<file path="config.mk">
export PLATFORM = sky130hd
export DESIGN_NAME = cpu_controller
export DESIGN_NICKNAME = d
export VERILOG_FILES = /design/src/rtl/cpu_controller.sv
export SDC_FILE = /design/constraint.sdc
export NUM_CORES = 1
export LEC_CHECK = 0
export BUFFER_PORTS_ARGS = -buffer_cell sky130_fd_sc_hd__buf_2
export CORE_UTILIZATION = 39
export DETAILED_ROUTE_END_ITERATION = 10
export MAX_ROUTING_LAYER = met4
export PLACE_DENSITY = 0.69
export SYNTH_ARGS = -nofsm -noshare
export SYNTH_HDL_FRONTEND = slang
export SYNTH_SLANG_ARGS = --single-unit
</file>
<file path="constraint.sdc">
create_clock -name clk -period 3.24 [get_ports clk]
set_input_delay 0.648 -clock clk [delete_from_list [all_inputs] [get_ports clk]]
set_output_delay 0.648 -clock clk [all_outputs]
set_load 0.01 [all_outputs]
</file>
<file path="src/rtl/cpu_controller.sv">
// Purpose: Moore control FSM for the 16-bit RISC datapath. It fetches into IR, decodes, and sequences the datapath strobes.
// Latency: one state per cycle; 5 to 10 cycles per instruction plus RST. All outputs decode from state and IR only.
// Flow control: none. Memory is assumed ready; HALT is left only through reset_n. Optional macro: CTRL_ILLEGAL_TRAP_EN.
module cpu_controller #(
    parameter logic [1:0] MNONE  = 2'b00,
    parameter logic [1:0] MREAD  = 2'b01,
    parameter logic [1:0] MWRITE = 2'b10
) (
    input  logic        clk,
    input  logic        reset_n,
    input  logic [15:0] mem_rdata,
    output logic [2:0]  readnum,
    output logic [2:0]  writenum,
    output logic        write,
    output logic [1:0]  vsel,
    output logic        loada,
    output logic        loadb,
    output logic        loadc,
    output logic        loads,
    output logic        asel,
    output logic        bsel,
    output logic [1:0]  shift,
    output logic [1:0]  ALUop,
    output logic [15:0] sximm5,
    output logic [15:0] sximm8,
    output logic        load_pc,
    output logic        reset_pc,
    output logic        addr_sel,
    output logic        load_addr,
    output logic [1:0]  mem_cmd,
    output logic        halted,
    output logic        illegal
);

    typedef enum logic [4:0] {
        S_RST, S_IF1, S_IF2, S_UPD_PC, S_DECODE, S_WR_IMM,
        S_GET_A, S_GET_B, S_EXEC, S_WR_REG, S_MADDR, S_LADDR,
        S_LDR_RD, S_LDR_WB, S_STR_B, S_STR_C, S_STR_WR, S_HALT
    } state_t;

    state_t      state;
    state_t      dec_next;
    logic [15:0] ir;
    logic        legal;

    wire [2:0] opcode = ir[15:13];
    wire [1:0] op     = ir[12:11];
    wire [2:0] rn     = ir[10:8];
    wire [2:0] rd     = ir[7:5];
    wire [1:0] sh     = ir[4:3];
    wire [2:0] rm     = ir[2:0];

    wire is_cmp  = (opcode == 3'b101) && (op == 2'b01);
    wire is_mem  = (opcode == 3'b011) || (opcode == 3'b100);

    // Immediates track IR directly; they settle once IR is loaded at the end of IF2.
    assign sximm5   = {{11{ir[4]}}, ir[4:0]};
    assign sximm8   = {{8{ir[7]}}, ir[7:0]};
    assign writenum = readnum;

    // Decode the IR into the first execute state, flagging encodings outside the ISA.
    always_comb begin
        legal    = 1'b1;
        dec_next = S_IF1;
        case (opcode)
            3'b110: begin
                if (op == 2'b10)      dec_next = S_WR_IMM;
                else if (op == 2'b00) dec_next = S_GET_B;
                else                  legal    = 1'b0;
            end
            3'b101:                   dec_next = (op == 2'b11) ? S_GET_B : S_GET_A;
            3'b011, 3'b100: begin
                if (op == 2'b00)      dec_next = S_GET_A;
                else                  legal    = 1'b0;
            end
            3'b111:                   dec_next = S_HALT;
            default:                  legal    = 1'b0;
        endcase
        if (!legal) begin
`ifdef CTRL_ILLEGAL_TRAP_EN
            dec_next = S_HALT;
`else
            dec_next = S_IF1;
`endif
        end
    end

`ifdef CTRL_ILLEGAL_TRAP_EN
    logic ill_q;

    // Sticky trap flag. It is set by an illegal decode and cleared only by reset.
    always_ff @(posedge clk or negedge reset_n) begin
        if (!reset_n)                         ill_q <= 1'b0;
        else if (state == S_DECODE && !legal) ill_q <= 1'b1;
    end

    assign illegal = ill_q;
`else
    assign illegal = 1'b0;
`endif

    // State sequencing and instruction-register capture.
    always_ff @(posedge clk or negedge reset_n) begin
        if (!reset_n) begin
            state <= S_RST;
            ir    <= '0;
        end else begin
            case (state)
                S_RST:    state <= S_IF1;
                S_IF1:    state <= S_IF2;
                S_IF2: begin
                    ir    <= mem_rdata;
                    state <= S_UPD_PC;
                end
                S_UPD_PC: state <= S_DECODE;
                S_DECODE: state <= dec_next;
                S_WR_IMM: state <= S_IF1;
                S_GET_A:  state <= is_mem ? S_MADDR : S_GET_B;
                S_GET_B:  state <= S_EXEC;
                S_EXEC:   state <= is_cmp ? S_IF1 : S_WR_REG;
                S_WR_REG: state <= S_IF1;
                S_MADDR:  state <= S_LADDR;
                S_LADDR:  state <= (opcode == 3'b011) ? S_LDR_RD : S_STR_B;
                S_LDR_RD: state <= S_LDR_WB;
                S_LDR_WB: state <= S_IF1;
                S_STR_B:  state <= S_STR_C;
                S_STR_C:  state <= S_STR_WR;
                S_STR_WR: state <= S_IF1;
                S_HALT:   state <= S_HALT;
                default:  state <= S_RST;
            endcase
        end
    end

    // Moore output decode. Anything not driven for a state stays 0.
    always_comb begin
        readnum   = 3'd0;
        write     = 1'b0;
        vsel      = 2'b00;
        loada     = 1'b0;
        loadb     = 1'b0;
        loadc     = 1'b0;
        loads     = 1'b0;
        asel      = 1'b0;
        bsel      = 1'b0;
        shift     = 2'b00;
        ALUop     = 2'b00;
        load_pc   = 1'b0;
        reset_pc  = 1'b0;
        addr_sel  = 1'b0;
        load_addr = 1'b0;
        mem_cmd   = MNONE;
        halted    = 1'b0;
        case (state)
            S_RST: begin
                reset_pc = 1'b1;
                load_pc  = 1'b1;
            end
            S_IF1, S_IF2: begin
                addr_sel = 1'b1;
                mem_cmd  = MREAD;
            end
            S_UPD_PC: load_pc = 1'b1;
            S_WR_IMM: begin
                readnum = rn;
                vsel    = 2'b10;
                write   = 1'b1;
            end
            S_GET_A: begin
                readnum = rn;
                loada   = 1'b1;
            end
            S_GET_B: begin
                readnum = rm;
                loadb   = 1'b1;
            end
            S_EXEC: begin
                shift = sh;
                ALUop = op;
                asel  = (opcode == 3'b110);
                loads = is_cmp;
                loadc = !is_cmp;
            end
            S_WR_REG: begin
                readnum = rd;
                write   = 1'b1;
            end
            S_MADDR: begin
                bsel  = 1'b1;
                loadc = 1'b1;
            end
            S_LADDR:  load_addr = 1'b1;
            S_LDR_RD: mem_cmd = MREAD;
            S_LDR_WB: begin
                mem_cmd = MREAD;
                readnum = rd;
                vsel    = 2'b11;
                write   = 1'b1;
            end
            S_STR_B: begin
                readnum = rd;
                loadb   = 1'b1;
            end
            S_STR_C: begin
                asel  = 1'b1;
                loadc = 1'b1;
            end
            S_STR_WR: mem_cmd = MWRITE;
            S_HALT:   halted = 1'b1;
            default: ;
        endcase
    end

endmodule

</file>
== Word-level counts from Yosys, hierarchy flattened ==
Index checks and enable logic that the tools add are counted.

* Logic and storage cells: 73
* Output and inout bits: 59
* Bits of input ports: 18
* Register bits after elaboration: 21

* Reduce and logical (&&, ||, !) cells: 16
* Eq/ne operators: 25
* Multiplexer cells: 30

{| class="wikitable"
|+ Operators by type and width
! kind !! count
|-
| one-hot mux 5 bit (14 select lines) || 1
|-
| equality test 5 x 4 -> 1 bit, second input constant || 8
|-
| equality test 5 x 3 -> 1 bit, second input constant || 4
|-
| one-hot mux 5 bit (4 select lines) || 1
|-
| OR reduction 2 bit || 7
|-
| two-way mux 1 bit || 13
|-
| equality test 3 bit, second input constant || 4
|-
| equality test 5 x 2 -> 1 bit, second input constant || 2
|-
| equality test 5 bit, second input constant || 2
|-
| two-way mux 3 bit || 3
|-
| one-hot mux 3 bit (3 select lines) || 1
|-
| two-way mux 4 bit || 2
|-
| one-hot mux 2 bit (2 select lines) || 2
|-
| two-way mux 2 bit || 3
|-
| OR reduction 3 bit || 2
|-
| equality test 5 x 1 -> 1 bit, second input constant || 1
|-
| zero test 5 bit || 1
|-
| two-way mux 5 bit || 1
|-
| OR reduction 5 bit || 1
|-
| equality test 2 bit, second input constant || 2
|-
| one-hot mux 1 bit (2 select lines) || 2
|-
| OR reduction 4 bit || 1
|-
| equality test 3 x 2 -> 1 bit, second input constant || 1
|-
| one-hot mux 1 bit (3 select lines) || 1
|-
| other kinds (5) || 5
|}

== Logic depth before layout (Yosys ltp) ==
* Depth in word-level cells: 6
* Depth in mapped cells: 7
* Gate-level depth less buffers: 4

== Least setup slack after synthesis ==
Ideal clock, no wire load.

* Path kind: reg2out
* Start point: register state[3]
* End point: output writenum[2]
* Data required time: 2.592 ns
* Cell stages (with the launch flop): 7
* Path buffers: 3
* Slack: 1.167 ns
* Data arrival time: 1.425 ns
* Cells stage by stage: dfrtp_1 > buf_2 > buf_1 > nand2_1 > nor2_1 > a21o_1 > buf_4

* Word-level cells in the longest chain between the ends: 3
* Elaborated cells between the ends (all ways): 9
* Those cells by class: eq/ne: 6; mux: 1; reduce/logical: 2

{| class="wikitable"
|+ Ends and longest elaborated chain
! item !! RTL line !! RTL
|-
| start, declared || 41 || <nowiki>state_t state;</nowiki>
|-
| start signal, assigned || 116 || <nowiki>S_DECODE: state <= dec_next;</nowiki>
|-
| start signal, assigned || 118 || <nowiki>S_GET_A: state <= is_mem ? S_MADDR : S_GET_B;</nowiki>
|-
| start signal, assigned || 120 || <nowiki>S_EXEC: state <= is_cmp ? S_IF1 : S_WR_REG;</nowiki>
|-
| equality test 5 x 4 -> 1 bit or equality test 5 x 3 -> 1 bit (tied branches) || 154 || <nowiki>case (state)</nowiki>
|-
| OR reduction 3 bit (no line) or OR reduction 2 bit (tied branches) || n/a ||
|-
| one-hot mux 3 bit (3 select lines) * || 154 ||
|-
| end, declared || 13 || <nowiki>output logic [2:0] writenum,</nowiki>
|}

Mark *: on every way between the ends. The rest lies on a longest branch, timed or not.

== Worst setup path in the final report ==
* Start point: register state[0]
* End point: output ALUop[1]

* Word-level cells in the longest chain between the ends: 2

{| class="wikitable"
|+ Ends and longest elaborated chain
! item !! RTL line !! RTL
|-
| equality test 5 x 4 -> 1 bit || 154 ||
|-
| two-way mux 2 bit || 154 ||
|-
| end, declared || 23 || <nowiki>output logic [1:0] ALUop,</nowiki>
|}

No other way between the ends.

==> results.tsv <==
metric	value	unit
Setup-failing EPs final	0	
Net Sw Power	0.000855	W
Mapped Cells	179	
clock share of power	0.095	
Post-Synth Simple-Gate Area	0.206	
Slew Limit Fails	0	
crit-path max FO	15	
Synth Area in XOR/XNOR	0.0105	
CP arrival	2.14	ns
Congestion Overflow GR	0	
first-pass GRT wire length	5120	um
final hold vios	0	
Initial DRT Pass Iterations	4	
Setup Fix Bufs, Post-CTS	0	
Int Pwr	0.00102	W
switching fraction of total power	0.456	
DR vias/cell	5.08	
CP max-delay cell	nor3_1	
Slew @ Worst Pin	0.644	ns
area grow syn2layout	8.48	%
I/O pin count	77	
final wirelength	3450	um
Post-CTS Resized	0	
Worst Path Buf+Inv	1	
Post-Syn Area	0.00167	mm2
clock-pin slew on the worst setup and hold paths	0.08	ns
crit end category	primary output	
worst skew pair latency	0.27	ns
H-tree levels	1	
input/output buffers	75	
FILL cells	409	
CTS tree	done	
Synth Area in Adders	0	
Avg WL per Cell	13.2	um
Clock Tree Root	clkbuf_8	
vias in the first global route	1065	
area of the core	0.00406	mm2
Worst path max stage delay	0.57	ns
slew margin rel.	0.571	
Hold Buf Count CTS	0	
Initial Util	0.411	
via count	1331	
antenna viol nets, final	0	
syn nets	197	
Power Dens Cells	1040	mW/mm2
post-synth cell types	44	
cell row count	23	
die width	67.4	um
Die Area	0.00454	mm2
placer's final routability congestion estimate	0.877	
Die H	67.4	um
gr usage total	0.157	
Crit Path Category	reg2out	
WP data required	2.59	ns
fmax	359	MHz
status	completed	
largest family of logic cells by synthesized area	buffers and inverters	
flop and latch count out of synthesis	21	
Comb power frac	0.578	
CTS Buf Count	3	
clock skew	0.00428	ns
antenna fix cells	0	
final worst path period need	2.79	ns
hold crit path type	in2async	
Startpoint Class	flip-flop	
Syn. warnings	0	
VDD IR-drop max	0.420	mV
share of cells above drive strength 1	0.472	
Detailed Place HPWL	2600	um
Max clock buf depth	2	
CP cell instances	or2_1, nor3_1, and2_1, buf_2	
complex-gate fraction of the synthesized area	0.118	
average size of a mapped cell	9.32	um2
1st-iter DRT viols	101	
Crit path max-delay family	simple AND/OR/NAND/NOR gates	
largest net degree at the start of global routing	22	
clk sinks	21	
period utilization	0.860	
max_cap viols	0	
part of the power in registers	0.327	
post-synthesis mux area share	0.137	
# nets final	231	
leakage power	0.954	nW
register area share after synthesis	0.315	
Pwr Total	0.00188	W
RSZ-0062 raised after global routing	false	
setup tns final	0	ns
initial antenna violation count	0	
DRC Markers	0	
-- worst register-to-register path: cells and delay by family (launching register included) --
| family | cells | cell delay (ns) |
|---|---|---|
| AOI/OAI and AO/OA | 2 | 0.40 |
| DFF | 1 | 0.54 |
| and+or+nand+nor | 2 | 0.84 |
-- per-stage QoR --
| stage | instance area, um2 | hold WS [ns] | setup slack [ns] | util | std cells |
|---|---|---|---|---|---|
| floorplan | 1670 | 0.352 | 1.17 | - | 179 |
| global placement | 1760 | 0.497 | 0.878 | 0.434 | 258 |
| detailed placement | 1760 | 0.501 | 0.816 | 0.434 | 258 |
| CTS | 1810 | 0.345 | 0.513 | 0.446 | 262 |
| global route | 1810 | 0.366 | 0.349 | 0.446 | 262 |
| finish | 1810 | 0.318 | 0.454 | 0.446 | 262 |
-- final timing paths --
| path | cells past startpoint | from | slack, ns | endpoint |
|---|---|---|---|---|
| hold / removal | 1 | reset_n | 0.32 | ir[4]$_DFFE_PN0P_ |
| hold reg to reg | 1 | ir[8]$_DFFE_PN0P_ | 0.52 | ir[8]$_DFFE_PN0P_ |
| setup / recovery | 4 | state[0]$_DFF_PN0_ | 0.45 | ALUop[1] |
| setup reg to reg | 4 | state[0]$_DFF_PN0_ | 1.38 | state[0]$_DFF_PN0_ |
| min in group clk | 1 | ir[8]$_DFFE_PN0P_ | 0.52 | ir[8]$_DFFE_PN0P_ |
| max in group asynchronous | 1 | reset_n | 2.60 | ir[15]$_DFFE_PN0P_ |
-- power groups by stage --
stage	sequential [W]	clock, W	combinational (W)
4_1_cts	0.000613	0.000182	0.00109
6_report	0.000614	0.000178	0.00108
2_1_floorplan	0.000505	0	0.00115
3_3_place_gp	0.000610	0	0.00108
5_1_grt	0.000659	0.000191	0.00120
3_5_place_dp	0.000619	0	0.00109
-- layer usage --
layer / global-route usage / up-vias / share of wire
met2: 0.238 / 60 / 0.48
met1: 0.212 / 611 / 0.44
met3: 0.0253 / 8 / 0.066
met5: - / - / 0
li1: - / 652 / -
met4: 0.0559 / 0 / 0.018
-- flip-flops by register name (all words and copies together), names as in the netlist --
signal / cells
ir: 16
state: 5
-- cell families (layout without fill, tap and decap cells) --
| group | Yosys count | in the layout |
|---|---|---|
| compound gates | 29 | 29 |
| xor+xnor | 2 | 2 |
| buf+inv | 49 | 82 |
| flops | 21 | 21 |
| mux | 17 | 17 |
| other cells | 1 | 1 |
| simple gates | 60 | 60 |
-- placed cells by master (no fill, tap or decap), drive strengths merged, types with 4 or more instances in the layout --
cell	n
a21oi	9
a22o	4
and2	5
buf	75
dfrtp	21
mux2	16
nand2	8
nand2b	5
nor2	10
nor2b	4
nor3	10
nor4	4
-- cells in the mapped netlist, drive strengths merged --
master   instances  area, um2
buf             44        335
dfrtp           21        526
mux2            16        218
nor2            10       45.0
nor3            10       50.1
a21oi            9       45.0
nand2            8       37.5
and2             5       31.3
nand2b           5       31.3
a22o             4       35.0
nor2b            4       25.0
nor4             4       25.0
a21o             3       22.5
inv              3       11.3
nand3            3       15.0
o21ai            3       15.0
or2              3       18.8
and3             2       12.5
and3b            2       17.5
clkbuf           2       7.51
o31ai            2       15.0
xnor2            2       17.5
a2111oi          1       8.76
a211oi           1       7.51
a22oi            1       7.51
a2bb2oi          1       8.76
a31oi            1       6.26
and2b            1       8.76
conb             1       3.75
mux2i            1       10.0
nand4b           1       8.76
nor3b            1       7.51
nor4b            1       8.76
o211ai           1       7.51
o2bb2ai          1       8.76
o311ai           1       8.76
-- final cells by class --
cell class	instances	area (um2)	share of cell area
clock buffer	3	41.3	0.0228
clock inverter	1	5.00	0.00277
inverter	3	11.3	0.00622
multi-input combinational	109	788	0.436
sequential	21	526	0.290
tap	50	62.6	0.0346
timing repair buffer	75	375	0.207
Power figures use the tool's default switching activity.
